===== src/rtl/imem_loader.sv =====
// imem_loader
//   Boot-time writer for the instruction memory. Receives the program as a
//   byte stream (valid/ready), packs big-endian 32-bit words and writes them
//   to consecutive word addresses from BASE_ADDR. The processor is held off
//   (cpu_hold) until the all-zero terminator word has been stored.
//
// Handshake: a byte moves on a rising edge where byte_valid && byte_ready.
//   byte_ready is a registered output and never depends on byte_valid. The
//   source may hold byte_valid low for any length of time without losing
//   state, and must keep byte_in stable until the byte is taken.
//
// Ports
//   clock       system clock, rising edge
//   reset       synchronous, active-high, overrides every other input
//   byte_in     program byte
//   byte_valid  byte_in is valid
//   byte_ready  loader takes a byte this cycle (RECV state only)
//   imem_we     one-cycle instruction-memory write strobe per word
//   imem_addr   write byte address = BASE_ADDR + 4*word_count
//   imem_wdata  assembled word
//   cpu_hold    keep the processor stalled
//   done        program and terminator stored
//   overflow    memory full before a terminator arrived
//   word_count  words written so far
module imem_loader #(
  parameter logic [31:0] BASE_ADDR   = 32'h0040_0000,
  parameter int unsigned DEPTH_WORDS = 256
) (
  input  logic        clock,
  input  logic        reset,
  input  logic [7:0]  byte_in,
  input  logic        byte_valid,
  output logic        byte_ready,
  output logic        imem_we,
  output logic [31:0] imem_addr,
  output logic [31:0] imem_wdata,
  output logic        cpu_hold,
  output logic        done,
  output logic        overflow,
  output logic [15:0] word_count
);

  typedef enum logic [1:0] {
    S_RECV  = 2'd0,
    S_WRITE = 2'd1,
    S_DONE  = 2'd2,
    S_ERROR = 2'd3
  } state_t;

  localparam logic [15:0] DEPTH_LIM = 16'(DEPTH_WORDS);

  state_t      state_q, state_d;
  logic [1:0]  idx_q, idx_d;
  // Holds bytes 0..2 of the current word; byte 3 goes straight into wdata.
  logic [23:0] buf_q, buf_d;
  logic [15:0] count_q, count_d;
  logic [31:0] addr_q, addr_d;
  logic [31:0] wdata_q, wdata_d;
  logic        we_q, we_d;
  logic        ready_q, ready_d;
  logic        hold_q, hold_d;
  logic        done_q, done_d;
  logic        ovf_q, ovf_d;

  always_comb begin
    state_d = state_q;
    idx_d   = idx_q;
    buf_d   = buf_q;
    count_d = count_q;
    addr_d  = addr_q;
    wdata_d = wdata_q;
    we_d    = we_q;
    ready_d = ready_q;
    hold_d  = hold_q;
    done_d  = done_q;
    ovf_d   = ovf_q;

    unique case (state_q)
      S_RECV: begin
        if (byte_valid && ready_q) begin
          if (idx_q == 2'd3) begin
            // Last byte: launch the write with the whole word registered so
            // addr/wdata are stable for the entire strobe cycle.
            wdata_d = {buf_q, byte_in};
            we_d    = 1'b1;
            ready_d = 1'b0;
            idx_d   = 2'd0;
            state_d = S_WRITE;
          end else begin
            buf_d = {buf_q[15:0], byte_in};
            idx_d = idx_q + 2'd1;
          end
        end
      end

      S_WRITE: begin
        we_d    = 1'b0;
        count_d = count_q + 16'd1;
        addr_d  = BASE_ADDR + {14'd0, count_d, 2'b00};
        if (wdata_q == 32'd0) begin
          // Terminator has priority over the full check: it may occupy the
          // last slot.
          state_d = S_DONE;
          done_d  = 1'b1;
          hold_d  = 1'b0;
          ready_d = 1'b0;
        end else if (count_d == DEPTH_LIM) begin
          state_d = S_ERROR;
          ovf_d   = 1'b1;
          hold_d  = 1'b1;
          ready_d = 1'b0;
        end else begin
          state_d = S_RECV;
          ready_d = 1'b1;
        end
      end

      S_DONE, S_ERROR: begin
        // Terminal until reset; inputs are ignored.
      end

      default: state_d = S_RECV;
    endcase
  end

  always_ff @(posedge clock) begin
    if (reset) begin
      state_q <= S_RECV;
      idx_q   <= 2'd0;
      buf_q   <= 24'd0;
      count_q <= 16'd0;
      addr_q  <= BASE_ADDR;
      wdata_q <= 32'd0;
      we_q    <= 1'b0;
      ready_q <= 1'b1;
      hold_q  <= 1'b1;
      done_q  <= 1'b0;
      ovf_q   <= 1'b0;
    end else begin
      state_q <= state_d;
      idx_q   <= idx_d;
      buf_q   <= buf_d;
      count_q <= count_d;
      addr_q  <= addr_d;
      wdata_q <= wdata_d;
      we_q    <= we_d;
      ready_q <= ready_d;
      hold_q  <= hold_d;
      done_q  <= done_d;
      ovf_q   <= ovf_d;
    end
  end

  assign byte_ready = ready_q;
  assign imem_we    = we_q;
  assign imem_addr  = addr_q;
  assign imem_wdata = wdata_q;
  assign cpu_hold   = hold_q;
  assign done       = done_q;
  assign overflow   = ovf_q;
  assign word_count = count_q;

endmodule


===== config.mk =====
export PLATFORM = sky130hd
export DESIGN_NAME = imem_loader
export DESIGN_NICKNAME = d
export VERILOG_FILES = /design/src/rtl/imem_loader.sv
export SDC_FILE = /design/constraint.sdc
export NUM_CORES = 1
export LEC_CHECK = 0
export ABC_AREA = 1
export BUFFER_PORTS_ARGS = -buffer_cell sky130_fd_sc_hd__buf_4
export CORE_ASPECT_RATIO = 0.75
export CORE_MARGIN = 10
export CORE_UTILIZATION = 49
export CTS_BUF_LIST = sky130_fd_sc_hd__clkbuf_4 sky130_fd_sc_hd__clkbuf_8
export DETAILED_ROUTE_END_ITERATION = 12
export PLACE_DENSITY = 0.78
export SLEW_MARGIN = 25
export SYNTH_ARGS = -nofsm -noshare
export SYNTH_HDL_FRONTEND = slang
export SYNTH_SLANG_ARGS = --single-unit

===== constraint.sdc =====
create_clock -name clock -period 1.7 [get_ports clock]
set_input_delay 0 -clock clock [delete_from_list [all_inputs] [get_ports clock]]
set_output_delay 0 -clock clock [all_outputs]
set_load 0.01 [all_outputs]

==> results.sh <==
export IMPL_status="complete, but fails checks"
export IMPL_violations="negative setup slack"
export IMPL_ys_seq_elements=81
export IMPL_tritoncts="yes"
export IMPL_start_kind="flop"
export IMPL_pwr_share_seq_pct=50.3
export IMPL_place_inst=669
export IMPL_diodes=0
export IMPL_finClkSkew_ns=0.0134
export IMPL_path_cells="ha_4, nand3_4, nor2_4, nand2_1, nand2_1, nand2_1, nor2_2, nand2_2, nor2_4, nand3_2, nand3_2, nand2_1"
export IMPL_syn_area_mm2=0.00372
export IMPL_comb_power_share_pct=14.4
export IMPL_layout_commonest_cell="buf_4"
export IMPL_tightest_slew_ns=0.720
export IMPL_clk_path_buf_depth=2
export IMPL_peakVddDrop_mv=0.595
export IMPL_critPathBufInv=0
export IMPL_final_hold_violation_count=0
export IMPL_switching_share_pct=28.6
export IMPL_clkTransAtPathRegs_ns=0.08
export IMPL_cts_buffers=9
export IMPL_layout_common_cells="buf_4, nor2_1, dfxtp_1, o21ai_0, inv_1"
export IMPL_overflow=0
export IMPL_die_area_mm2=0.0115
export IMPL_first_iter_violations=299
export IMPL_slew_viol_final=0
export IMPL_clk_latency_ns=0.36
export IMPL_finalSetupViolations=2
export IMPL_required_ns=1.95
export IMPL_powerDensity_mw_per_mm2=879
export IMPL_vias=3575
export IMPL_fin_util_pct=64.9
export IMPL_syn_area_per_cell_um2=7.28
export IMPL_grt_pass1_vias=3380
export IMPL_ys_types=30
export IMPL_fin_crit_ns=1.72
export IMPL_routabilityCongestion=0.948
export IMPL_syn_instance_count=511
export IMPL_ioPinCount=96
export IMPL_htreeDepth=3
export IMPL_cpPeakStageDelay_ns=0.38
export IMPL_maxSlewHeadroom_pct=51.9
export IMPL_drc=0
export IMPL_power_share_clock_pct=35.3
export IMPL_antenna_found_initial=0
export IMPL_fin_nets=607
export IMPL_grt_max_degree=55
export IMPL_slowest_stage="dfxtp_4"
export IMPL_end_kind="flop"
export IMPL_io_buffers=79
export IMPL_synthFlopType="dfxtp_1"
export IMPL_power_leakage_nw=2.25
export IMPL_hp_class="in -> reg"
export IMPL_worstPathMaxFanout=3
export IMPL_async_flop_share_pct=0
export IMPL_rsz0062_at_grt="true"
export IMPL_grt_pass1_wl_um=17100
export IMPL_syn_to_final_growth_pct=28.6
export IMPL_grtUsageTotal_pct=18.2
export IMPL_core_area_mm2=0.00736
export IMPL_vias_per_cell=5.11
export IMPL_n_fill_cell=629
export IMPL_cpLargestDelayFamily="simple AND/OR/NAND/NOR gates"
export IMPL_root_buffer="clkbuf_8"
export IMPL_finalNonFillerCells=700
export IMPL_synth_edf_count=0
export IMPL_ant_nets=0
export IMPL_wl_per_cell_um=15.6
export IMPL_dr_pass1_iters=5
export IMPL_p_switching_mw=1.20
export IMPL_finalWorstSetupSlack_ns=-0.0173
export IMPL_rows=27
export IMPL_start_util_pct=50.5
export IMPL_drive_gt1_share_pct=30.4
export IMPL_cap_violations=0
export IMPL_die_h_um=95.5
export IMPL_max_freq_mhz=582
export IMPL_min_period_over_period_pct=101
export IMPL_ys_seq_area_share_pct=43.6
export IMPL_crit_arrival_ns=1.97
export IMPL_p_int_mw=3.00
export IMPL_totalWireLength_um=10900
export IMPL_cts_sinks=81
export IMPL_setup_tns_ns=-0.0342
export IMPL_dieWidth_um=121
export IMPL_cp_common_cell="nand2_1"
export IMPL_dp_hpwl_um=7700
export IMPL_path_class="reg -> reg"
export IMPL_yosys_warnings=0
-- sequential cells by signal, summed over array words and instances (netlist names) --
signal and count:
done 1, idx_q 2, word_count 16, cpu_hold 1
buf_q 24, byte_ready 1, state_q 2, imem_we 1
overflow 1, imem_wdata 32
-- power groups by stage --
stage | clock network [mW] | registers [mW] | logic, mW
floorplan | 0 | 2.15 | 0.369
global placement | 0 | 2.15 | 0.552
detailed placement | 0 | 2.16 | 0.566
CTS | 1.50 | 2.11 | 0.586
global route | 1.58 | 2.13 | 0.679
finish | 1.48 | 2.12 | 0.607
-- per-stage QoR --
step           cell area (µm²)  power [mW]  hold slack [ns]  worst slack [ns]
2_1_floorplan             3780        2.52            0.135            0.0717
3_3_place_gp              4310        2.70            0.240           -0.0233
3_5_place_dp              4310        2.72            0.246            -0.104
4_1_cts                   4630        4.20            0.115           0.00173
5_1_grt                   4780        4.39            0.189           -0.0974
6_report                  4780        4.20            0.136           -0.0173
-- per-layer routing --
| layer | track usage (%) | share of wire (%) | vias to the layer above | routed length [µm] |
|---|---|---|---|---|
| met5 | 0 | 0 | - | 0 |
| met4 | 6.81 | 1.4 | 0 | 153 |
| met3 | 5.96 | 8.7 | 14 | 955 |
| met2 | 28.0 | 45 | 137 | 4970 |
| met1 | 23.4 | 44 | 1662 | 4840 |
| li1 | - | - | 1762 | - |
-- repair_timing --
action,in CTS,in global routing
hold buffers,9,0
hold endpoints to repair,20,0
endpoints found under the setup margin,5,24
buffers inserted,0,6
resized for setup,10,34
pin swaps,2,10
-- final timing paths --
path	endpoint	cells past startpoint	slack [ns]	start
worst max-delay path	cpu_hold$_SDFFE_PP1P_	12	-0.02	word_count[0]$_SDFFE_PP0P_
worst min-delay path	idx_q[0]$_SDFFE_PP0P_	4	0.14	byte_valid
worst max register to register	cpu_hold$_SDFFE_PP1P_	12	-0.02	word_count[0]$_SDFFE_PP0P_
worst min register to register	done$_SDFFE_PP0P_	2	0.46	done$_SDFFE_PP0P_
-- logic make-up (layout without fill, tap and decap cells) --
kind of cell	after synthesis	after routing	synth area share, %
buffers and inverters	108	182	14.5
AND/OR/NAND/NOR	209	209	25.9
XOR/XNOR	1	1	0.235
adder cells (fa/ha/maj)	2	2	0.673
AO/OA/AOI/OAI	108	108	15.0
other	2	16	0.202
flip-flops	81	81	43.6
-- tightest hold or removal path, delay by kind of cell --
family          cells  cell delay [ns]
simple gates        2             0.25
buf+inv             1             0.08
compound gates      1             0.12
-- synth_stat cells (7+ instances only) --
| cell | number | area (µm²) |
|---|---|---|
| a21oi_1 | 29 | 145 |
| buf_4 | 34 | 255 |
| clkbuf_1 | 15 | 56.3 |
| dfxtp_1 | 81 | 1620 |
| inv_1 | 52 | 195 |
| nand2_1 | 51 | 191 |
| nand2_2 | 7 | 43.8 |
| nand3_1 | 14 | 70.1 |
| nand4_1 | 11 | 68.8 |
| nor2_1 | 100 | 375 |
| nor2_2 | 9 | 56.3 |
| o21ai_0 | 63 | 315 |
| o21ai_1 | 9 | 45.0 |
-- layout make-up --
class                           count  area, µm²  share of cell area, %
Inverter                           55        208                   4.34
Sequential cell                    81       1640                   34.4
Timing Repair Buffer              111        868                   18.2
Clock buffer                       11        145                   3.04
Multi-Input combinational cell    336       1730                   36.2
Tap cell                          101        126                   2.64
Clock inverter                      5       61.3                   1.28
Note: power is estimated with default switching activity, not from simulation.
